## config.mk

```make
export PLATFORM = sky130hd
export DESIGN_NAME = stream_router_flat
export DESIGN_NICKNAME = d
export VERILOG_FILES = /design/src/rtl/stream_router_pkg.sv /design/src/rtl/stream_router_if.sv /design/src/rtl/stream_router_out_reg.sv /design/src/rtl/stream_router.sv /design/src/flat_wrapper.sv
export SDC_FILE = /design/constraint.sdc
export NUM_CORES = 1
export LEC_CHECK = 0
export BUFFER_PORTS_ARGS = -buffer_cell sky130_fd_sc_hd__buf_2
export CELL_PAD_IN_SITES_DETAIL_PLACEMENT = 0
export CELL_PAD_IN_SITES_GLOBAL_PLACEMENT = 1
export CORE_MARGIN = 4
export CORE_UTILIZATION = 34
export CTS_CLUSTER_SIZE = 28
export DETAILED_ROUTE_END_ITERATION = 7
export PLACE_DENSITY = 0.84
export SETUP_SLACK_MARGIN = 0.02
export SKIP_CTS_REPAIR_TIMING = 1
export SLEW_MARGIN = 0
export SYNTH_ARGS = -nofsm -noshare
export SYNTH_HDL_FRONTEND = slang
export SYNTH_SLANG_ARGS = --single-unit
```

## constraint.sdc

```tcl
create_clock -name clk -period 3.9 [get_ports clk]
set_input_delay 0.78 -clock clk [delete_from_list [all_inputs] [get_ports clk]]
set_output_delay 0.78 -clock clk [all_outputs]
set_load 0.005 [all_outputs]
```

## src/rtl/stream_router_pkg.sv

```systemverilog
// Shared types and width helpers for the stream router (1:N packet demux).
package stream_router_pkg;

  typedef enum logic [1:0] {
    ST_IDLE = 2'd0,
    ST_PKT  = 2'd1,
    ST_DROP = 2'd2
  } router_state_t;

  // One extra bit so the id can be compared against STREAM_COUNT without overflow.
  function automatic int id_cmp_width(input int id_width);
    return id_width + 1;
  endfunction

endpackage

```

## src/rtl/stream_router_if.sv

```systemverilog
// Merged input stream plus the N steered output streams of the router.
interface stream_router_if #(
  parameter int STREAM_COUNT = 2,
  parameter int T_QOS__WIDTH = 4,
  parameter int T_DATA_WIDTH = 8,
  parameter int T_ID___WIDTH = 1
);

  logic [T_DATA_WIDTH-1:0]                    s_data;
  logic [T_QOS__WIDTH-1:0]                    s_qos;
  logic [T_ID___WIDTH-1:0]                    s_id;
  logic                                       s_last;
  logic                                       s_valid;
  logic                                       s_ready;

  logic [STREAM_COUNT-1:0][T_DATA_WIDTH-1:0]  m_data;
  logic [STREAM_COUNT-1:0][T_QOS__WIDTH-1:0]  m_qos;
  logic [STREAM_COUNT-1:0]                    m_last;
  logic [STREAM_COUNT-1:0]                    m_valid;
  logic [STREAM_COUNT-1:0]                    m_ready;

  logic                                       drop;

  modport slave (
    input  s_data, s_qos, s_id, s_last, s_valid, m_ready,
    output s_ready, m_data, m_qos, m_last, m_valid, drop
  );

  modport master (
    output s_data, s_qos, s_id, s_last, s_valid, m_ready,
    input  s_ready, m_data, m_qos, m_last, m_valid, drop
  );

endinterface

```

## src/rtl/stream_router_out_reg.sv

```systemverilog
// Single-entry holding register between the merged input and the N sinks.
module stream_router_out_reg #(
  parameter int T_QOS__WIDTH = 4,
  parameter int T_DATA_WIDTH = 8,
  parameter int T_ID___WIDTH = 1
) (
  input  logic                    clk,
  input  logic                    rst_n,
  input  logic                    load,
  input  logic                    unload,
  input  logic [T_DATA_WIDTH-1:0] load_data,
  input  logic [T_QOS__WIDTH-1:0] load_qos,
  input  logic                    load_last,
  input  logic [T_ID___WIDTH-1:0] load_dest,
  output logic                    hold_valid,
  output logic [T_DATA_WIDTH-1:0] hold_data,
  output logic [T_QOS__WIDTH-1:0] hold_qos,
  output logic                    hold_last,
  output logic [T_ID___WIDTH-1:0] hold_dest
);

  // A load in the same cycle as an unload is a refill, so load wins.
  always_ff @(posedge clk or negedge rst_n) begin
    if (!rst_n) begin
      hold_valid <= 1'b0;
      hold_data  <= '0;
      hold_qos   <= '0;
      hold_last  <= 1'b0;
      hold_dest  <= '0;
    end else if (load) begin
      hold_valid <= 1'b1;
      hold_data  <= load_data;
      hold_qos   <= load_qos;
      hold_last  <= load_last;
      hold_dest  <= load_dest;
    end else if (unload) begin
      hold_valid <= 1'b0;
    end
  end

endmodule

```

## src/rtl/stream_router.sv

```systemverilog
// Packet-locked 1:N stream demux with a registered output stage; packets whose
// id has no matching output are consumed and flagged on drop.
//
//   state   | meaning
//   --------+------------------------------------------------------
//   ST_IDLE | expecting the first beat of a packet (id sampled here)
//   ST_PKT  | mid-packet, beats steered to the locked id
//   ST_DROP | mid-packet of an out-of-range id, beats discarded
module stream_router
  import stream_router_pkg::*;
#(
  parameter int STREAM_COUNT = 2,
  parameter int T_QOS__WIDTH = 4,
  parameter int T_DATA_WIDTH = 8,
  parameter int T_ID___WIDTH = 1
) (
  input  logic            clk,
  input  logic            rst_n,
  stream_router_if.slave  bus
);

  localparam int CMP_W = id_cmp_width(T_ID___WIDTH);

  router_state_t           state_q, state_d;
  logic [T_ID___WIDTH-1:0] lock_id_q, lock_id_d;
  logic                    drop_q, drop_d;

  logic                    load;
  logic [T_ID___WIDTH-1:0] load_dest;
  logic                    hold_valid;
  logic [T_DATA_WIDTH-1:0] hold_data;
  logic [T_QOS__WIDTH-1:0] hold_qos;
  logic                    hold_last;
  logic [T_ID___WIDTH-1:0] hold_dest;

  logic [STREAM_COUNT-1:0] valid_dec;
  logic                    sel_ready;
  logic                    s_ready;
  logic                    accept;
  logic                    in_range;

  always_comb begin
    valid_dec = '0;
    for (int k = 0; k < STREAM_COUNT; k++) begin
      valid_dec[k] = hold_valid && (hold_dest == T_ID___WIDTH'(k));
    end
  end

  // Only the selected sink's ready can reach s_ready, since valid_dec is one-hot.
  assign sel_ready = |(valid_dec & bus.m_ready);
  assign s_ready   = (state_q == ST_DROP) || !hold_valid || sel_ready;
  assign accept    = bus.s_valid && s_ready;
  assign in_range  = {1'b0, bus.s_id} < CMP_W'(STREAM_COUNT);

  always_ff @(posedge clk or negedge rst_n) begin
    if (!rst_n) begin
      state_q   <= ST_IDLE;
      lock_id_q <= '0;
      drop_q    <= 1'b0;
    end else begin
      state_q   <= state_d;
      lock_id_q <= lock_id_d;
      drop_q    <= drop_d;
    end
  end

  always_comb begin
    state_d   = state_q;
    lock_id_d = lock_id_q;
    drop_d    = 1'b0;
    load      = 1'b0;
    load_dest = lock_id_q;
    case (state_q)
      ST_IDLE: begin
        if (accept) begin
          if (in_range) begin
            load      = 1'b1;
            load_dest = bus.s_id;
            lock_id_d = bus.s_id;
            state_d   = bus.s_last ? ST_IDLE : ST_PKT;
          end else begin
            drop_d    = 1'b1;
            state_d   = bus.s_last ? ST_IDLE : ST_DROP;
          end
        end
      end
      ST_PKT: begin
        if (accept) begin
          load = 1'b1;
          if (bus.s_last) state_d = ST_IDLE;
        end
      end
      ST_DROP: begin
        if (accept && bus.s_last) state_d = ST_IDLE;
      end
      default: state_d = ST_IDLE;
    endcase
  end

  stream_router_out_reg #(
    .T_QOS__WIDTH (T_QOS__WIDTH),
    .T_DATA_WIDTH (T_DATA_WIDTH),
    .T_ID___WIDTH (T_ID___WIDTH)
  ) u_out_reg (
    .clk        (clk),
    .rst_n      (rst_n),
    .load       (load),
    .unload     (sel_ready),
    .load_data  (bus.s_data),
    .load_qos   (bus.s_qos),
    .load_last  (bus.s_last),
    .load_dest  (load_dest),
    .hold_valid (hold_valid),
    .hold_data  (hold_data),
    .hold_qos   (hold_qos),
    .hold_last  (hold_last),
    .hold_dest  (hold_dest)
  );

  assign bus.s_ready = s_ready;
  assign bus.m_valid = valid_dec;
  assign bus.m_data  = {STREAM_COUNT{hold_data}};
  assign bus.m_qos   = {STREAM_COUNT{hold_qos}};
  assign bus.m_last  = {STREAM_COUNT{hold_last}};
  assign bus.drop    = drop_q;

endmodule
```

## src/flat_wrapper.sv

```systemverilog
// flat-port wrapper written by rule: the top's interface ports become plain ports
module stream_router_flat import stream_router_pkg::*;
#(
  parameter int STREAM_COUNT = 2,
  parameter int T_QOS__WIDTH = 4,
  parameter int T_DATA_WIDTH = 8,
  parameter int T_ID___WIDTH = 1
)
  (clk, rst_n, bus_s_data, bus_s_qos, bus_s_id, bus_s_last, bus_s_valid, bus_m_ready, bus_s_ready, bus_m_data, bus_m_qos, bus_m_last, bus_m_valid, bus_drop);
  stream_router_if #(.STREAM_COUNT(STREAM_COUNT), .T_QOS__WIDTH(T_QOS__WIDTH), .T_DATA_WIDTH(T_DATA_WIDTH), .T_ID___WIDTH(T_ID___WIDTH)) bus_i ();
  input  logic clk;
  input  logic rst_n;
  input wire logic [$bits(bus_i.s_data)-1:0] bus_s_data;
  input wire logic [$bits(bus_i.s_qos)-1:0] bus_s_qos;
  input wire logic [$bits(bus_i.s_id)-1:0] bus_s_id;
  input wire logic [$bits(bus_i.s_last)-1:0] bus_s_last;
  input wire logic [$bits(bus_i.s_valid)-1:0] bus_s_valid;
  input wire logic [$bits(bus_i.m_ready)-1:0] bus_m_ready;
  output wire logic [$bits(bus_i.s_ready)-1:0] bus_s_ready;
  output wire logic [$bits(bus_i.m_data)-1:0] bus_m_data;
  output wire logic [$bits(bus_i.m_qos)-1:0] bus_m_qos;
  output wire logic [$bits(bus_i.m_last)-1:0] bus_m_last;
  output wire logic [$bits(bus_i.m_valid)-1:0] bus_m_valid;
  output wire logic [$bits(bus_i.drop)-1:0] bus_drop;
  assign bus_i.s_data = bus_s_data;
  assign bus_i.s_qos = bus_s_qos;
  assign bus_i.s_id = bus_s_id;
  assign bus_i.s_last = bus_s_last;
  assign bus_i.s_valid = bus_s_valid;
  assign bus_i.m_ready = bus_m_ready;
  assign bus_s_ready = bus_i.s_ready;
  assign bus_m_data = bus_i.m_data;
  assign bus_m_qos = bus_i.m_qos;
  assign bus_m_last = bus_i.m_last;
  assign bus_m_valid = bus_i.m_valid;
  assign bus_drop = bus_i.drop;
  stream_router #(.STREAM_COUNT(STREAM_COUNT), .T_QOS__WIDTH(T_QOS__WIDTH), .T_DATA_WIDTH(T_DATA_WIDTH), .T_ID___WIDTH(T_ID___WIDTH)) u_core (.clk(clk), .rst_n(rst_n), .bus(bus_i));
endmodule
```

After elaboration in Yosys (flattened, before gate mapping)
Index checks and enable logic that the tools add are counted.

Logic and storage cells: 39. Register bits after elaboration: 18. Input port bits: 19. Output and inout bits: 30.

Bitwise logic cells: 2. Equal/unequal tests: 6. Mux-type cells: 12. Reductions and logical operators: 12.

Operators with widths (count): $mux 2 (4); $mux 1 (7); $pmux 2 s3 (1); $logic_and 1x1->1 (4); $ne 2x1->1 const B (2); $ne 2x2->1 const B (2); $reduce_and 4->1 (1); $reduce_or 2->1 (2); $and 2x2->2 (1); $eq 2x1->1 const B (1); $eq 2x2->1 const B (1); $logic_not 2->1 (1); $logic_or 1x1->1 (2); $reduce_bool 2->1 (1); $logic_not 1->1 (1); $not 1->1 (1).

Logic depth before layout (Yosys ltp)
Word-level depth: 9. Depth in mapped cells: 4. Gate-level depth less buffers: 3.

By module
Synthesis repeated with hierarchy kept, for this count alone.

Cell total of the unflattened synthesis: 62. Area total of the unflattened synthesis: 874.6 µm².

Modules (own cells, without submodules): stream_router_out_reg (area an instance 610.6 µm², instances 1, cells each 33, seq. area each 375.4 µm²); stream_router (area an instance 264.0 µm², instances 1, cells each 29, seq. area each 50.0 µm²).

Worst setup path after synthesis
OpenSTA, ideal clock, no wires.

Kind: input to output. From: in bus_m_ready[1]. To: out bus_s_ready. Stages on the path: 2. Buffers on the path: 0. Setup slack: 1983 ps. Required time: 3120 ps. Arrival time: 1137 ps. Cell sequence: mux2i_2 -> nand2_1.

Cells in the longest elaborated chain, start to end: 3.

Ends and longest elaborated chain: start: declaration (line flat_wrapper.sv:18) `input wire logic [$bits(bus_i.m_ready)-1:0] bus_m_ready;`; $and 2x2->2 (line stream_router.sv:50) `assign sel_ready = |(valid_dec & bus.m_ready);`; $reduce_or 2->1 (line stream_router.sv:50); $logic_or 1x1->1 (line stream_router.sv:51) `assign s_ready = (state_q == ST_DROP) || !hold_valid || sel_ready;`; end: declaration (line flat_wrapper.sv:19) `output wire logic [$bits(bus_i.s_ready)-1:0] bus_s_ready;`.

No other way between the ends.

Worst setup path after layout
Ends and elaborated chain as after synthesis.

==> run metrics <==
total overflow reported by the global router=0; floorplan core area=0.002455 mm²; DRC marker count from the first detailed-route iteration=8; data required time at the worst endpoint=3.12 ns; Worst Setup End Kind=primary output; number of antenna repair diodes=0; wire length of the first global-routing pass=2.615 mm; Total Die Area=0.003435 mm²; CTS Buf Count=3; ratio of cells with drive above 1 in the final layout=67.68%; peak fanout along the critical path=3; number of setup violations in the final report=0; Synth Register Bits=17; main combinational cell family by area after synthesis=multiplexers; area taken by multi-input logic gates=305.3 µm²; critical path startpoint category=input port; die height=58.61 µm; normalized max-slew margin=58.66%; peak ir drop on the vdd network=0.0002527 V; reported leakage power=0.0005463 µW; total count of max-transition violations in the final report=0; Yosys Warn Count=0; slew at the pin closest to its max-slew limit=0.6185 ns; area share of xor/xnor cells in the synthesized design=0%; sum of negative setup slack=0 ns; run status=complete, no violations; half-perimeter wire length after detailed placement=1.249 mm; synthesized area per cell=13.61 µm²; final hold violation count=0; CTS tree=done; mean number of vias per cell=4.403; Layout Area Growth over Synthesis=19.11%; startpoint-to-endpoint class of the critical path=input port to primary output; number of distinct library cells after synthesis=17; worst clock skew on the final layout=0.0008133 ns; routed wirelength normalized by instance count=12.19 µm; Clk Tree Root Cell=sky130_fd_sc_hd__clkbuf_4; min cycle time layout=2.189 ns; number of cells produced by synthesis=64; clock-pin slew on the worst setup and hold paths=0.09 ns; final clock period utilization by the worst path=56.14%; Tot GR Track Use=9.886%; final setup slack of the worst path=1.711 ns; number of routed nets with antenna violations=0; mux share of post-synthesis cell area=25.86%; compound-gate portion of the synthesized area=4.885%; number of max-cap violations=0; initial standard-cell utilization of the core=35.47%; combined flip-flop and latch cell area=425.4 µm²; filler instances=256; DRT Wirelength=1.572 mm; signal arrival time at the worst endpoint=1.41 ns; areal power density over the cells=587.3 mW/mm²; type of the tightest min-delay check=input port to async pin; die width=58.61 µm; unrepaired setup endpoints after global routing=false; insertion delay of the later-clocked pin in the worst-skew pair=0.28 ns; routability congestion estimate=0.6901; post-placement setup slack=1.710 ns; Pre-antenna DRT Iters=3; number of antenna violations at the first check in global routing=0; maximum operating frequency=456.7 MHz; number of nets in the final layout=119; number of cell rows=18; number of clock sinks=17; I/O pin cnt=49; maximum root-to-sink buffer count=2; vias in the first global route=605; Simple-Gate Fraction of Synth Area=3.879%; Post-Synth Adder-Cell Area=0%; nets in the synthesized netlist=83; part of the Yosys area used for sequential elements=48.85%; post-layout total power=609.2 µW; largest net degree at the start of global routing=18; final routed DRC violation total=0; via count=568; Clock H-tree levels=1; Cell Area, Synth=870.8 µm²; Port Buffer Count=47
-- Yosys cell counts --
library cell | instances | area (µm²)
sky130_fd_sc_hd__o21ai_0 | 1 | 5.000
sky130_fd_sc_hd__and2_2 | 1 | 7.510
sky130_fd_sc_hd__mux2_4 | 9 | 135.1
sky130_fd_sc_hd__mux2i_1 | 2 | 20.02
sky130_fd_sc_hd__mux2_2 | 5 | 56.30
sky130_fd_sc_hd__conb_1 | 1 | 3.750
sky130_fd_sc_hd__dfrtp_1 | 17 | 425.4
sky130_fd_sc_hd__a21oi_1 | 2 | 10.01
sky130_fd_sc_hd__buf_4 | 15 | 112.6
sky130_fd_sc_hd__buf_12 | 1 | 20.02
sky130_fd_sc_hd__nor2_1 | 1 | 3.750
sky130_fd_sc_hd__o2bb2ai_1 | 1 | 8.760
sky130_fd_sc_hd__mux2i_2 | 1 | 13.76
sky130_fd_sc_hd__a21boi_4 | 1 | 18.77
sky130_fd_sc_hd__inv_1 | 2 | 7.510
sky130_fd_sc_hd__nand2b_1 | 3 | 18.77
sky130_fd_sc_hd__nand2_1 | 1 | 3.750
-- power by group --
| group | total [µW] | leakage (µW) | internal (µW) | switching (µW) |
|---|---|---|---|---|
| registers | 279 | 0.000197 | 233 | 45.4 |
| logic | 239 | 0.000335 | 149 | 90.0 |
| clock network | 91.0 | 0.0000150 | 39.6 | 51.4 |
| total | 609 | 0.000546 | 422 | 187 |
-- through the flow --
stage | hold slack (ns) | utilization, % | cells | area [µm²]
after floorplan | 0.4803 | - | 64 | 870.8
after global placement | 0.4938 | 41.18 | 125 | 1011
after detailed placement | 0.5076 | 41.18 | 125 | 1011
after CTS | 0.4062 | 42.25 | 129 | 1037
after global routing | 0.4040 | 42.25 | 129 | 1037
final | 0.4043 | 42.25 | 129 | 1037
-- path summary, 6_finish.rpt --
check                      cells after the start                       endpoint                       start  slack (ns)
hold reg to reg                                1               u_core.lock_id_q            u_core.lock_id_q        0.53
min in group clk                               1               u_core.lock_id_q            u_core.lock_id_q        0.53
hold / removal                                 1               u_core.lock_id_q                       rst_n        0.40
setup / recovery                               4                    bus_s_ready              bus_m_ready[1]        1.71
setup reg to reg                               3  u_core.u_out_reg.hold_data[7]  u_core.u_out_reg.hold_dest        2.19
max in group asynchronous                      1   u_core.u_out_reg.hold_qos[2]                       rst_n        3.23
-- registers in the layout, indices dropped and copies added, names as in the netlist --
signal and cells:
u_core.u_out_reg.hold_dest 1, u_core.lock_id_q 1, u_core.u_out_reg.hold_qos 4, u_core.u_out_reg.hold_data 8
u_core.u_out_reg.hold_valid 1, u_core.u_out_reg.hold_last 1, u_core.state_q 1
-- cell usage in the layout, fill, tap and decap left out, types with 2 or more instances in the layout --
cell                       Yosys  final
sky130_fd_sc_hd__dfrtp_1      17     17
sky130_fd_sc_hd__a21oi_1       2      2
sky130_fd_sc_hd__mux2i_1       2      2
sky130_fd_sc_hd__nand2b_1      3      3
sky130_fd_sc_hd__clkbuf_4      0      3
sky130_fd_sc_hd__buf_2         0     47
sky130_fd_sc_hd__mux2_2        5      5
sky130_fd_sc_hd__inv_1         2      2
sky130_fd_sc_hd__mux2_4        9      9
-- cells by family after synthesis --
logic type,after synthesis
buf+inv,18
compound gates,5
other cells,1
simple gates,6
flops,17
mux,17
-- per-layer routing --
layer / global-route usage (%) / share of wire (%) / vias up
li1: - / - / 267
met1: 12.05 / 41 / 272
met2: 16.27 / 48 / 29
met3: 3.070 / 11 / 0
met4: 3.883 / 0 / 0
met5: 0 / 0 / -
-- area by class of cell --
cell class	instances	share of cell area, %
sequential	17	41.01
tap	30	3.619
multi-input combinational	29	29.43
timing repair buffer	47	22.68
inverter	2	0.7238
clock buffer	4	2.533
-- worst max-delay path, cell delays in order --
cell                      delay (ns)
sky130_fd_sc_hd__buf_2          0.11
sky130_fd_sc_hd__mux2i_2        0.26
sky130_fd_sc_hd__nand2_1        0.11
sky130_fd_sc_hd__buf_2          0.14
No activity file was read; power rests on OpenSTA's default activity.
